### config.mk
export PLATFORM = sky130hd
export DESIGN_NAME = slave_bus_arbiter
export DESIGN_NICKNAME = d
export VERILOG_FILES = /design/src/rtl/slave_bus_arbiter.sv
export SDC_FILE = /design/constraint.sdc
export NUM_CORES = 1
export LEC_CHECK = 0
export BUFFER_PORTS_ARGS = -buffer_cell sky130_fd_sc_hd__buf_2
export CAP_MARGIN = 5
export CORE_ASPECT_RATIO = 1.25
export CORE_MARGIN = 2
export CORE_UTILIZATION = 55
export DETAILED_ROUTE_END_ITERATION = 8
export PLACE_DENSITY = 0.95
export SLEW_MARGIN = 20
export SYNTH_ARGS = -nofsm -noshare
export SYNTH_HDL_FRONTEND = slang
export SYNTH_SLANG_ARGS = --single-unit
export TNS_END_PERCENT = 100
### constraint.sdc
create_clock -name clk -period 3 [get_ports clk]
set_input_delay 0.6 -clock clk [delete_from_list [all_inputs] [get_ports clk]]
set_output_delay 0.6 -clock clk [all_outputs]
set_load 0.01 [all_outputs]
### src/rtl/slave_bus_arbiter.sv
// Round-robin arbiter and frame sequencer for the shared 8-bit slave output bus.
// One slave is granted at a time and its whole frame is drained byte by byte
// through the shared sl_data_latch strobe. Each byte is forwarded to a
// ready/valid byte stream with a start-of-frame qualifier.
module slave_bus_arbiter #(
    parameter int NUM_SLAVES      = 4,
    parameter int MAX_FRAME_BYTES = 255
) (
    input  logic                  clk,
    input  logic                  reset,
    input  logic [NUM_SLAVES-1:0] sl_arb_request,
    input  logic [NUM_SLAVES-1:0] slave_enable,
    output logic [NUM_SLAVES-1:0] sl_arb_grant,
    output logic                  sl_data_latch,
    input  logic [7:0]            sl_data,
    output logic [7:0]            out_data,
    output logic                  out_valid,
    output logic                  out_sof,
    input  logic                  out_ready,
    output logic                  frame_abort,
    output logic                  busy
);

    localparam int IDX_W = (NUM_SLAVES > 1) ? $clog2(NUM_SLAVES) : 1;
    localparam logic [NUM_SLAVES-1:0] GNT_ONE = {{(NUM_SLAVES-1){1'b0}}, 1'b1};
    localparam logic [IDX_W-1:0]      LAST_RST = IDX_W'(NUM_SLAVES - 1);
    localparam logic [7:0]            CAP     = 8'(MAX_FRAME_BYTES);

    typedef enum logic [1:0] {
        ST_IDLE    = 2'd0,
        ST_TURN    = 2'd1,
        ST_SAMPLE  = 2'd2,
        ST_PRESENT = 2'd3
    } state_t;

    // Round-robin pick: first candidate strictly after 'last', searching
    // upward with wrap-around. Returns {found, index}.
    function automatic logic [IDX_W:0] rr_pick(
        input logic [NUM_SLAVES-1:0] cand,
        input logic [IDX_W-1:0]      last
    );
        logic             found;
        logic [IDX_W-1:0] sel;
        logic [IDX_W-1:0] idx;
        int               pos;
        found = 1'b0;
        sel   = '0;
        for (int k = 1; k <= NUM_SLAVES; k++) begin
            pos = int'(last) + k;
            if (pos >= NUM_SLAVES) begin
                pos = pos - NUM_SLAVES;
            end else begin
                pos = pos;
            end
            idx = IDX_W'(pos);
            if (!found && cand[idx]) begin
                found = 1'b1;
                sel   = idx;
            end else begin
                found = found;
            end
        end
        return {found, sel};
    endfunction

    // Registered state
    state_t                  state_r;
    logic [NUM_SLAVES-1:0]   grant_r;
    logic                    latch_r;
    logic [7:0]              out_data_r;
    logic                    out_sof_r;
    logic                    out_valid_r;
    logic                    frame_abort_r;
    logic                    busy_r;
    logic [7:0]              byte_cnt_r;
    logic [IDX_W-1:0]        last_idx_r;
    logic [IDX_W-1:0]        gnt_idx_r;
    logic                    sof_pend_r;

    // Next-state values
    state_t                  state_s;
    logic [NUM_SLAVES-1:0]   grant_s;
    logic                    latch_s;
    logic [7:0]              out_data_s;
    logic                    out_sof_s;
    logic                    out_valid_s;
    logic                    frame_abort_s;
    logic                    busy_s;
    logic [7:0]              byte_cnt_s;
    logic [IDX_W-1:0]        last_idx_s;
    logic [IDX_W-1:0]        gnt_idx_s;
    logic                    sof_pend_s;

    // Arbitration helpers
    logic [NUM_SLAVES-1:0]   cand_s;
    logic                    pick_found_s;
    logic [IDX_W-1:0]        pick_sel_s;
    logic                    req_gnt_s;

    assign cand_s                      = sl_arb_request & slave_enable;
    assign {pick_found_s, pick_sel_s}  = rr_pick(cand_s, last_idx_r);
    assign req_gnt_s                   = |(sl_arb_request & grant_r);

    // Next-state and output decode; grant is held for the whole frame
    always_comb begin
        state_s       = state_r;
        grant_s       = grant_r;
        latch_s       = 1'b0;
        out_data_s    = out_data_r;
        out_sof_s     = out_sof_r;
        frame_abort_s = 1'b0;
        byte_cnt_s    = byte_cnt_r;
        last_idx_s    = last_idx_r;
        gnt_idx_s     = gnt_idx_r;
        sof_pend_s    = sof_pend_r;

        case (state_r)
            ST_IDLE: begin
                if (pick_found_s) begin
                    grant_s    = GNT_ONE << pick_sel_s;
                    gnt_idx_s  = pick_sel_s;
                    byte_cnt_s = 8'd0;
                    sof_pend_s = 1'b1;
                    state_s    = ST_TURN;
                end else begin
                    grant_s    = '0;
                end
            end
            ST_TURN: begin
                state_s = ST_SAMPLE;
            end
            ST_SAMPLE: begin
                if (!req_gnt_s) begin
                    // Frame finished normally: release the bus.
                    grant_s    = '0;
                    last_idx_s = gnt_idx_r;
                    state_s    = ST_IDLE;
                end else if (byte_cnt_r < CAP) begin
                    // Capture the head byte and pop it on the following cycle.
                    out_data_s = sl_data;
                    out_sof_s  = sof_pend_r;
                    sof_pend_s = 1'b0;
                    latch_s    = 1'b1;
                    byte_cnt_s = byte_cnt_r + 8'd1;
                    state_s    = ST_PRESENT;
                end else begin
                    // Byte cap reached: force release, leftovers stay in the slave.
                    grant_s       = '0;
                    frame_abort_s = 1'b1;
                    last_idx_s    = gnt_idx_r;
                    state_s       = ST_IDLE;
                end
            end
            ST_PRESENT: begin
                if (out_ready) begin
                    state_s = ST_SAMPLE;
                end else begin
                    state_s = ST_PRESENT;
                end
            end
            default: begin
                grant_s = '0;
                state_s = ST_IDLE;
            end
        endcase

        out_valid_s = (state_s == ST_PRESENT);
        busy_s      = (state_s != ST_IDLE);
    end

    // State and output registers with synchronous reset
    always_ff @(posedge clk) begin
        if (reset) begin
            state_r       <= ST_IDLE;
            grant_r       <= '0;
            latch_r       <= 1'b0;
            out_data_r    <= 8'd0;
            out_sof_r     <= 1'b0;
            out_valid_r   <= 1'b0;
            frame_abort_r <= 1'b0;
            busy_r        <= 1'b0;
            byte_cnt_r    <= 8'd0;
            last_idx_r    <= LAST_RST;
            gnt_idx_r     <= '0;
            sof_pend_r    <= 1'b0;
        end else begin
            state_r       <= state_s;
            grant_r       <= grant_s;
            latch_r       <= latch_s;
            out_data_r    <= out_data_s;
            out_sof_r     <= out_sof_s;
            out_valid_r   <= out_valid_s;
            frame_abort_r <= frame_abort_s;
            busy_r        <= busy_s;
            byte_cnt_r    <= byte_cnt_s;
            last_idx_r    <= last_idx_s;
            gnt_idx_r     <= gnt_idx_s;
            sof_pend_r    <= sof_pend_s;
        end
    end

    assign sl_arb_grant  = grant_r;
    assign sl_data_latch = latch_r;
    assign out_data      = out_data_r;
    assign out_sof       = out_sof_r;
    assign out_valid     = out_valid_r;
    assign frame_abort   = frame_abort_r;
    assign busy          = busy_r;

endmodule

==> results of run 1 <==
==> worst min path at each step <==
stage	endpoint	slack (ns)	cells after the start	start
2_1_floorplan	out_sof	0.43	2	sof_pend_r
3_3_place_gp	out_data[4]	0.44	2	out_data[4]
3_5_place_dp	out_sof	0.44	2	out_sof
4_1_cts	out_sof	0.46	2	out_sof
5_1_grt	out_sof	0.48	2	out_sof
6_report	out_sof	0.45	2	out_sof
==> registers in the layout (all words and copies together) (netlist names) <==
| signal | cells |
|---|---|
| busy | 1 |
| byte_cnt_r | 8 |
| frame_abort | 1 |
| gnt_idx_r | 2 |
| last_idx_r | 2 |
| out_data | 8 |
| out_sof | 1 |
| out_valid | 1 |
| sl_arb_grant | 4 |
| sl_data_latch | 1 |
| sof_pend_r | 1 |
| state_r | 2 |
==> synth_stat cells (all sizes together) (2+ instances only) <==
| master | instances |
|---|---|
| nand3 | 3 |
| nor4 | 2 |
| a21oi | 17 |
| clkbuf | 3 |
| a22o | 2 |
| nor2 | 14 |
| nand2 | 32 |
| o21ai | 3 |
| dfxtp | 32 |
| nor2b | 3 |
| nand4 | 3 |
| and2 | 3 |
| nand4b | 2 |
| buf | 3 |
| and4 | 2 |
| nand2b | 2 |
| xnor2 | 6 |
| nor3 | 10 |
| a22oi | 2 |
==> stage by stage <==
step	area, µm²	std cells	worst slack, ns	total power, mW	hold WS, ns
6_report	1640	228	1.28	0.828	0.455
5_1_grt	1640	228	1.17	0.865	0.476
4_1_cts	1640	228	1.33	0.834	0.456
3_5_place_dp	1570	221	0.976	0.568	0.443
3_3_place_gp	1570	221	1.02	0.565	0.440
2_1_floorplan	1390	159	1.31	0.533	0.432
==> worst register-to-register path, stage by stage (launching register included) <==
cell,delay [ns]
sky130_fd_sc_hd__dfxtp_1,0.43
sky130_fd_sc_hd__and4_4,0.28
sky130_fd_sc_hd__nand4_1,0.20
sky130_fd_sc_hd__nand3_1,0.45
sky130_fd_sc_hd__nand3_1,0.13
sky130_fd_sc_hd__a21oi_1,0.15
==> per-layer routing <==
layer,part of all wire (%),vias to the layer above
met3,4.5,7
met4,2.4,0
met5,0,-
li1,-,636
met1,41,602
met2,52,35
==> cells by family after synthesis <==
kind of cell	after synthesis
and+or+nand+nor	79
AOI/OAI and AO/OA	34
DFF	32
xor gates and xnor gates	6
buffers and inverters	6
muxes	1
adders and majority gates	1
==> layout make-up <==
class | instances | area [µm²]
flip-flops and latches | 32 | 641
fillers | 218 | 788
clock buffers | 7 | 65.1
repair buffers | 35 | 175
well taps | 33 | 41.3
multi-input cells | 121 | 717
==> power by group through the flow <==
| stage | sequential, mW | combinational [mW] | clock [mW] |
|---|---|---|---|
| detailed placement | 0.465 | 0.104 | 0 |
| floorplan | 0.465 | 0.0683 | 0 |
| CTS | 0.455 | 0.104 | 0.275 |
| global placement | 0.464 | 0.101 | 0 |
| finish | 0.455 | 0.105 | 0.268 |
| global route | 0.458 | 0.116 | 0.291 |
==> parameters.txt, run 1 <==
Parameter                              Value

Outcome
  Run status ... finished clean

Critical path
  Critical path required time ... between 3 and 4 ns
  Critical path fanouts, max ... 14
  Cell repeated most along the worst path ... sky130_fd_sc_hd__nand3_1
  Critical path buffers and inverters ... 0
  Worst reg2reg endpoint ... byte_cnt_r[1]
  Setup slack, reg-to-reg ... ~1.3 ns
  Top delay family on crit path ... simple AND/OR/NAND/NOR gates
  Startpoint Class ... flip-flop
  Crit Reg-Reg Startpoint ... byte_cnt_r[2]
  Worst-case reg-to-reg path depth ... 5
  Levels on crit path ... 5
  Type of the worst setup path ... reg2reg
  CP arrival ... 1.98 ns
  Largest incremental delay on the critical path ... approximately 0.45 ns
  End point of the critical path ... byte_cnt_r[1]
  Slowest library cell on the worst path ... sky130_fd_sc_hd__nand3_1
  Endpoint type of the worst setup path ... flip-flop
  Start point of the critical path ... byte_cnt_r[2]
  Crit path cell chain ... and4_4 -> nand4_1 -> nand3_1 -> nand3_1 -> a21oi_1

Timing
  Total negative setup slack ... 0 ns
  Final critical-path share of the clock period ... 57.2%
  Setup repair after global routing missed its margin ... false
  Transition time of the tightest slew-check pin ... around 0.6 ns
  Slew Viols, Final ... 0
  Setup skew after layout ... 0.00740 ns
  Number of hold violations in the final report ... 0
  Final setup violation count ... 0
  Highest Clock Rate ... 0.583 GHz
  Relative slew slack ... 61.0%
  Time the final worst path needs with I/O delays and setup ... 1.72 ns

Floorplanning
  Site Rows ... 20
  Area of the die ... 2950 µm²
  Die extent in y ... 60.3 µm
  Area of the core region ... 2430 µm²
  Starting Density ... 57.4%
  Horizontal extent of the die ... 49.0 µm
  Top-level I/O count ... 36

Global route
  Overall track demand over capacity in global routing ... between 20% and 30%
  Number of antenna violations at the first check in global routing ... 0
  Global-route wire length before repair ... 4850 µm
  Met1 Usage GRT ... approximately a quarter
  Met2 track demand over resource ... 38.0%
  GRT Residual Overflow ... 0
  Met3 Use GR ... under 10%
  Maximum number of pins on one net before global-route repair ... 31
  Gr busiest metal ... met2
  Number of global-route vias before repair ... 1142

Synthesis
  Compound-Gate Fraction of Synth Area ... 15.5%
  Dominant synthesized flop cell ... sky130_fd_sc_hd__dfxtp_1
  FF+latch count, synth ... 32
  Top-area cell type share of the netlist area ... 46.0%
  Area share of xor/xnor cells in the synthesized design ... 3.77%
  Fraction of the yosys area taken by sequential cells ... 46.0%
  Number of enable flip-flop cells after synthesis ... 0
  Proportion of register bits with asynchronous set or reset after synthesis ... 0%
  Ranking of synthesized cells by area ... sky130_fd_sc_hd__dfxtp_1, sky130_fd_sc_hd__nand2_1, sky130_fd_sc_hd__a21oi_1
  Number of synthesis warnings ... 0
  Simple-gate area share of the yosys netlist ... ~30%
  Number of instances in the synthesized netlist ... 159
  Netlist Area Pre-Place ... 1390 µm²
  Dominant combinational cell family by area after synthesis ... simple AND/OR/NAND/NOR gates
  Syn Nets ... 179
  Synthesized-area fraction occupied by adder cells ... 0.898%
  Syn avg cell area ... 8.76 µm²
  Largest area contributor in the netlist ... sky130_fd_sc_hd__dfxtp_1
  Number of distinct library cells after synthesis ... 39
  Proportion of synthesized area in mux cells ... 0.719%

Placement
  Port Buffers ... 35
  Final weighted congestion in routability-driven placement ... 0.847
  Detailed placement HPWL ... ~2100 µm

Layout
  Total number of nets in the final design ... 215
  Top library cells by usage in the layout, fill and taps aside ... sky130_fd_sc_hd__buf_2, sky130_fd_sc_hd__nand2_1, sky130_fd_sc_hd__dfxtp_1, sky130_fd_sc_hd__a21oi_1, sky130_fd_sc_hd__nor2_1
  Leading cell type in the layout, fill and taps excluded ... sky130_fd_sc_hd__buf_2
  Layout area overhead ... 17.7%
  Share of layout cells above drive strength 1 ... between 20% and 30%
  Ant diodes ... 0
  Fraction of the core area covered by cells at the end of the flow ... 67.5%

Min path
  Path type of the worst min-delay path ... reg2reg

Power and ir drop
  Power spent charging and discharging nets ... 0.213 mW
  Reported leakage power ... 0.642 nW
  Cell Pwr Density ... roughly 500 nW/µm²
  Clock group share of total power ... around a third
  Switching power share of the total ... between 20% and 30%
  Part of the power in combinational logic ... 12.6%
  Internal power consumption ... 0.615 mW
  Max rail drop VDD ... about 350 µV
  Reg power frac ... around 55%

Routing
  Vias ... 1280
  Routed length per placed instance ... around 13 µm
  First-pass iteration count of the detailed router ... 5
  DRC violation count after routing ... 0
  Post-route antenna net violation count ... 0
  Detailed-route vias per instance ... between 5 and 6
  Iteration-0 DRC Markers ... 37
  Detailed-route wire length ... 2920 µm

Clock network
  Number of buffers inserted during clock tree synthesis ... 5
  Clock root buffer master ... sky130_fd_sc_hd__clkbuf_4
  Post-CTS setup-driven buffer insertion count ... 0
  Number of gates given a new drive strength after cts ... 0
  Number of H-tree branching levels ... 2
  Clock-pin slew on the worst setup and hold paths ... 0.09 ns
  Number of hold-repair buffers added at the cts stage ... 0
  Clk_lat worst skew ... 0.33 ns
  TritonCTS clock tree ... built
  Clock sink total ... 32
  CTS Buffer Depth ... 2

Flow run
  Maximum capacitance violations ... 0
(Power assumes the default switching activity.)
==> run 2: changes to the inputs <==
--- a/config.mk
+++ b/config.mk
@@ -9,9 +9,9 @@
 export CAP_MARGIN = 5
 export CORE_ASPECT_RATIO = 1.25
 export CORE_MARGIN = 2
-export CORE_UTILIZATION = 55
+export CORE_UTILIZATION = 51
 export DETAILED_ROUTE_END_ITERATION = 8
-export PLACE_DENSITY = 0.95
+export PLACE_DENSITY = 0.89
 export SLEW_MARGIN = 20
 export SYNTH_ARGS = -nofsm -noshare
 export SYNTH_HDL_FRONTEND = slang
==> constraint.sdc (replaced) <==
create_clock -name clk -period 1.69 [get_ports clk]
set_input_delay 0.338 -clock clk [delete_from_list [all_inputs] [get_ports clk]]
set_output_delay 0.338 -clock clk [all_outputs]
set_load 0.01 [all_outputs]
==> parameters.txt, run 2 (same netlist as run 1, synthesis figures left out) <==
Parameter                              Value

Power and ir drop
  Part of the power in combinational logic ... 14.5%
  Max rail drop VDD ... 652 µV
  Reported leakage power ... 0.676 nW
  Cell Pwr Density ... 826 nW/µm²
  Switching power share of the total ... 26.6%
  Final total power ... around 1.4 mW
  Clock group share of total power ... 27.6%
  Power spent charging and discharging nets ... 0.371 mW
  Internal power consumption ... 1.02 mW
  Reg power frac ... 57.9%

Timing
  Transition time of the tightest slew-check pin ... 0.499 ns
  Post-Route Hold Slack ... 0.234 ns
  Setup skew after layout ... 0.00655 ns
  Total negative setup slack ... 0 ns
  Slew Viols, Final ... 0
  Setup repair after global routing missed its margin ... false
  Number of hold violations in the final report ... 0
  Highest Clock Rate ... about 0.65 GHz
  Final setup violation count ... 0
  Time the final worst path needs with I/O delays and setup ... 1.53 ns
  Relative slew slack ... around 67%
  Final critical-path share of the clock period ... between 90% and 100%

Routing
  Detailed-route wire length ... 2850 µm
  Detailed-route vias per instance ... roughly 5.3
  Iteration-0 DRC Markers ... 27
  Vias ... 1260
  DRC violation count after routing ... 0
  Routed length per placed instance ... 12.0 µm
  First-pass iteration count of the detailed router ... 4
  Post-route antenna net violation count ... 0

Layout
  Ant diodes ... 0
  Top library cells by usage in the layout, fill and taps aside ... sky130_fd_sc_hd__buf_2, sky130_fd_sc_hd__nand2_1, sky130_fd_sc_hd__dfxtp_1, sky130_fd_sc_hd__a21oi_1, sky130_fd_sc_hd__nor2_1
  Fraction of the core area covered by cells at the end of the flow ... ~64%
  Total number of nets in the final design ... 224
  Share of layout cells above drive strength 1 ... 27.9%
  Leading cell type in the layout, fill and taps excluded ... sky130_fd_sc_hd__buf_2
  Layout area overhead ... 21.3%
  Total non-filler cell area in the finished layout ... ~1700 µm²

Clock network
  Number of H-tree branching levels ... 2
  Clock-pin slew on the worst setup and hold paths ... 0.09 ns
  Clk_lat worst skew ... 0.33 ns
  Number of buffers inserted during clock tree synthesis ... 5
  Clock root buffer master ... sky130_fd_sc_hd__clkbuf_4
  Number of gates given a new drive strength after cts ... 0
  Number of hold-repair buffers added at the cts stage ... 0
  Post-CTS setup-driven buffer insertion count ... 0
  TritonCTS clock tree ... built
  Clock sink total ... 32
  CTS Buffer Depth ... 2

Floorplanning
  Top-level I/O count ... 36
  Site Rows ... 21
  Starting Density ... 53.0%
  Area of the die ... 3170 µm²
  Horizontal extent of the die ... 50.7 µm
  Area of the core region ... 2630 µm²
  Die extent in y ... 62.4 µm

Global route
  Number of global-route vias before repair ... 1192
  Overall track demand over capacity in global routing ... 20.8%
  Number of antenna violations at the first check in global routing ... 0
  Maximum number of pins on one net before global-route repair ... 31
  Global-route wire length before repair ... 4980 µm
  GRT Residual Overflow ... 0

Min path
  Path type of the worst min-delay path ... in2reg
  Hold-critical path depth ... 3

Critical path
  Worst-case reg-to-reg path depth ... 5
  Cell repeated most along the worst path ... sky130_fd_sc_hd__and4_4
  Critical path fanouts, max ... 9
  Endpoint type of the worst setup path ... flip-flop
  Critical path required time ... 1.90 ns
  Largest incremental delay on the critical path ... 0.37 ns
  Type of the worst setup path ... reg2reg
  CP arrival ... 1.74 ns
  Levels on crit path ... 5
  Crit path cell chain ... and4_4 -> and4_4 -> o21ai_0 -> nor3_1 -> a21oi_1
  Slowest library cell on the worst path ... sky130_fd_sc_hd__dfxtp_1
  Startpoint Class ... flip-flop
  Top delay family on crit path ... simple AND/OR/NAND/NOR gates
  Critical path buffers and inverters ... 0

Placement
  Detailed placement HPWL ... around 2100 µm
  Area of placed instances ... 1640 µm²
  Final weighted congestion in routability-driven placement ... 0.801
  Port Buffers ... 35

Flow run
  Maximum capacitance violations ... 0

Outcome
  Run status ... finished clean
-- run 2: cell count changes in the layout (fill, tap and decap cells not counted) --
cell,before,now
sky130_fd_sc_hd__clkbuf_8,2,0
sky130_fd_sc_hd__clkbuf_1,0,1
sky130_fd_sc_hd__buf_4,0,9
sky130_fd_sc_hd__clkinv_2,0,1
-- run 2: worst register-to-register path: stages, from the launching register on --
cell and delay (ns):
sky130_fd_sc_hd__dfxtp_1 0.37, sky130_fd_sc_hd__and4_4 0.25, sky130_fd_sc_hd__and4_4 0.34, sky130_fd_sc_hd__o21ai_0 0.21, sky130_fd_sc_hd__nor3_1 0.18, sky130_fd_sc_hd__a21oi_1 0.06
-- run 2: cell type report --
| class | count | area (µm²) |
|---|---|---|
| clock buffer | 6 | 41.3 |
| multi-input combinational | 121 | 717 |
| tap | 34 | 42.5 |
| fill | 224 | 938 |
| sequential | 32 | 641 |
| clock inverter | 1 | 5.00 |
| timing repair buffer | 44 | 243 |
-- run 2: final timing paths --
check | from | endpoint | slack (ns)
min | sl_data[0] | out_data[0] | 0.23
max | byte_cnt_r[4] | last_idx_r[1] | 0.16
min reg2reg | out_data[2] | out_data[2] | 0.46
max reg2reg | byte_cnt_r[4] | last_idx_r[1] | 0.16
-- run 2: through the flow --
step / cells / setup slack (ns)
6_report: 238 / 0.158
5_1_grt: 238 / 0.00353
4_1_cts: 238 / 0.155
3_5_place_dp: 231 / 0.102
3_3_place_gp: 231 / 0.133
2_1_floorplan: 159 / 0.248
-- run 2: routing by layer --
| layer | track usage, % | wire (µm) |
|---|---|---|
| met1 | 24.4 | 1240 |
| met2 | 33.2 | 1470 |
| met3 | 8.13 | 93 |
| met4 | 9.12 | 38 |
| met5 | 0 | 0 |
-- run 2: power by group through the flow --
stage                     combinational (mW)  sequential, mW  clock, mW
after floorplan                        0.121           0.826          0
after detailed placement               0.202           0.825          0
final                                  0.203           0.808      0.385
after global routing                   0.225           0.812      0.428
after global placement                 0.198           0.825          0
after CTS                              0.203           0.807      0.396
==> run 3: changes to the inputs <==
--- a/config.mk
+++ b/config.mk
@@ -9,9 +9,10 @@
 export CAP_MARGIN = 5
 export CORE_ASPECT_RATIO = 1.25
 export CORE_MARGIN = 2
-export CORE_UTILIZATION = 51
+export CORE_UTILIZATION = 54
+export CTS_BUF_LIST = sky130_fd_sc_hd__clkbuf_8
 export DETAILED_ROUTE_END_ITERATION = 8
-export PLACE_DENSITY = 0.89
+export PLACE_DENSITY = 0.93
 export SLEW_MARGIN = 20
 export SYNTH_ARGS = -nofsm -noshare
 export SYNTH_HDL_FRONTEND = slang
==> parameters.txt, run 3 (same netlist as run 1, synthesis figures left out) <==
Parameter                              Value

Layout
  Count of fill cells added during filler insertion ... 205
  Layout area overhead ... 24.7%
  Total non-filler cell area in the finished layout ... 1740 µm²
  Fraction of the core area covered by cells at the end of the flow ... 70.8%
  Top library cells by usage in the layout, fill and taps aside ... sky130_fd_sc_hd__buf_2, sky130_fd_sc_hd__nand2_1, sky130_fd_sc_hd__dfxtp_1, sky130_fd_sc_hd__a21oi_1, sky130_fd_sc_hd__nor2_1
  FF/Latch Area ... 641 µm²
  Area of combinational cells with multiple inputs ... between 700 and 800 µm²
  Share of layout cells above drive strength 1 ... 28.3%
  Total number of nets in the final design ... 224
  Ant diodes ... 0
  Leading cell type in the layout, fill and taps excluded ... sky130_fd_sc_hd__buf_2

Critical path
  Largest incremental delay on the critical path ... 0.34 ns
  Critical path fanouts, max ... 8
  CP arrival ... 1.73 ns
  Type of the worst setup path ... reg2reg
  Startpoint Class ... flip-flop
  Worst-case reg-to-reg path depth ... 6
  Endpoint type of the worst setup path ... flip-flop
  Start point of the critical path ... byte_cnt_r[0]
  Slowest library cell on the worst path ... sky130_fd_sc_hd__dfxtp_1
  Critical path required time ... 1.85 ns
  Crit Reg-Reg Startpoint ... byte_cnt_r[0]
  End point of the critical path ... byte_cnt_r[6]
  Worst reg2reg endpoint ... byte_cnt_r[6]
  Crit path cell chain ... ha_1 -> and4_4 -> buf_4 -> nor4b_4 -> xnor2_1 -> nor2_1
  Setup slack, reg-to-reg ... 0.12 ns

Floorplanning
  Area of the die ... 3000 µm²
  Area of the core region ... 2450 µm²
  Site Rows ... 20
  Die extent in y ... just over 60 µm
  Horizontal extent of the die ... 49.4 µm
  Starting Density ... 56.8%
  Top-level I/O count ... 36

Timing
  Slew Viols, Final ... 0
  Final setup violation count ... 0
  Setup skew after layout ... 0.00261 ns
  Number of hold violations in the final report ... 0
  Relative slew slack ... 66.1%
  Transition time of the tightest slew-check pin ... 0.508 ns
  Time the final worst path needs with I/O delays and setup ... around 1.6 ns
  Final critical-path share of the clock period ... 92.8%
  Highest Clock Rate ... 0.637 GHz
  Post-Route Hold Slack ... 0.290 ns

Routing
  Iteration-0 DRC Markers ... 33
  Routed length on met2 ... 1780 µm
  Vias ... around 1300
  Highest layer used for signal routing ... met4
  First-pass iteration count of the detailed router ... 4
  Metal-1 WL ... 1310 µm
  Post-route antenna net violation count ... 0
  Detailed-route wire length ... 3230 µm
  Met3 wire length ... 112 µm
  DRC violation count after routing ... 0
  Detailed-route vias per instance ... 5.65
  Routed length per placed instance ... about 14 µm

Power and ir drop
  Final total power ... between 1.5 and 2 mW
  Reported leakage power ... between 0.7 and 0.8 nW
  Max rail drop VDD ... 842 µV
  Cell Pwr Density ... 916 nW/µm²

Clock network
  Number of H-tree branching levels ... 2
  Clock root buffer master ... sky130_fd_sc_hd__clkbuf_8
  Clk_lat worst skew ... 0.28 ns
  Clock sink total ... 32
  CTS Buffer Depth ... 2
  TritonCTS clock tree ... built
  Number of buffers inserted during clock tree synthesis ... 5
  Clock-pin slew on the worst setup and hold paths ... 0.06 ns

Outcome
  Run status ... finished clean

Global route
  Number of global-route vias before repair ... 1215
  Global-route wire length before repair ... 5290 µm
  GRT Residual Overflow ... 0
  Maximum number of pins on one net before global-route repair ... 31
  Overall track demand over capacity in global routing ... between 20% and 30%
  Number of antenna violations at the first check in global routing ... 0

Min path
  Path type of the worst min-delay path ... in2reg

Placement
  Area of placed instances ... 1620 µm²
  Detailed placement HPWL ... 2380 µm
  Port Buffers ... 35
  Final weighted congestion in routability-driven placement ... 0.874

Flow run
  Maximum capacitance violations ... 0
-- run 3: cell count changes in the layout (fill, tap and decap cells not counted) --
| cell | before | now |
|---|---|---|
| sky130_fd_sc_hd__nor3_2 | 0 | 1 |
| sky130_fd_sc_hd__o21ai_0 | 3 | 2 |
| sky130_fd_sc_hd__inv_1 | 0 | 2 |
| sky130_fd_sc_hd__clkbuf_1 | 1 | 0 |
| sky130_fd_sc_hd__o21ai_1 | 0 | 1 |
| sky130_fd_sc_hd__clkinv_2 | 1 | 0 |
| sky130_fd_sc_hd__clkbuf_8 | 0 | 6 |
| sky130_fd_sc_hd__nor3_1 | 9 | 8 |
| sky130_fd_sc_hd__clkbuf_4 | 5 | 0 |
-- run 3: per-stage QoR --
stage / std cells / setup TNS (ns) / setup slack (ns)
2_1_floorplan: 159 / 0 / 0.248
3_3_place_gp: 227 / 0 / 0.128
3_5_place_dp: 227 / 0 / 0.0465
4_1_cts: 235 / 0 / 0.0192
5_1_grt: 238 / -0.0217 / -0.0217
6_report: 238 / 0 / 0.121
-- run 3: area by class of cell --
cell class | instances | area share [%]
Multi-Input combinational cell | 121 | 41.6
Sequential cell | 32 | 36.9
Clock inverter | 2 | 0.432
Clock buffer | 6 | 4.76
Timing Repair Buffer | 44 | 14.0
Tap cell | 33 | 2.38
-- run 3: timing repair --
item                                    CTS  global route
buffers inserted                          0             3
resized for setup                         0             2
hold buffers                              0             0
endpoints found under the setup margin    0             2
-- run 3: worst max-delay path: cells and delay by family (launching register included) --
kind / cells / cell delay (ns)
and+or+nand+nor: 3 / 0.57
xor gates and xnor gates: 1 / 0.15
buffers and inverters: 1 / 0.15
DFF: 1 / 0.34
adders and majority gates: 1 / 0.24
-- run 3: how the worst min path moves through the flow --
stage	startpoint	end	slack (ns)	cells past startpoint
2_1_floorplan	sof_pend_r	out_sof	0.43	2
3_5_place_dp	out_data[1]	out_data[1]	0.45	2
6_report	sl_data[4]	out_data[4]	0.29	3
4_1_cts	sl_data[4]	out_data[4]	0.29	3
5_1_grt	sl_data[7]	out_data[7]	0.29	3
3_3_place_gp	out_data[2]	out_data[2]	0.44	2
-- run 3: per-layer routing --
metal / vias to the layer above / track usage [%]
li1: 661 / -
met1: 651 / 24.7
met2: 28 / 43.8
met3: 4 / 5.91
met4: 0 / 10.7
met5: - / 0
-- run 3: power breakdown --
part,switching [mW],internal [mW]
Combinational,0.119,0.0842
Sequential,0.0262,0.785
Clock,0.258,0.319
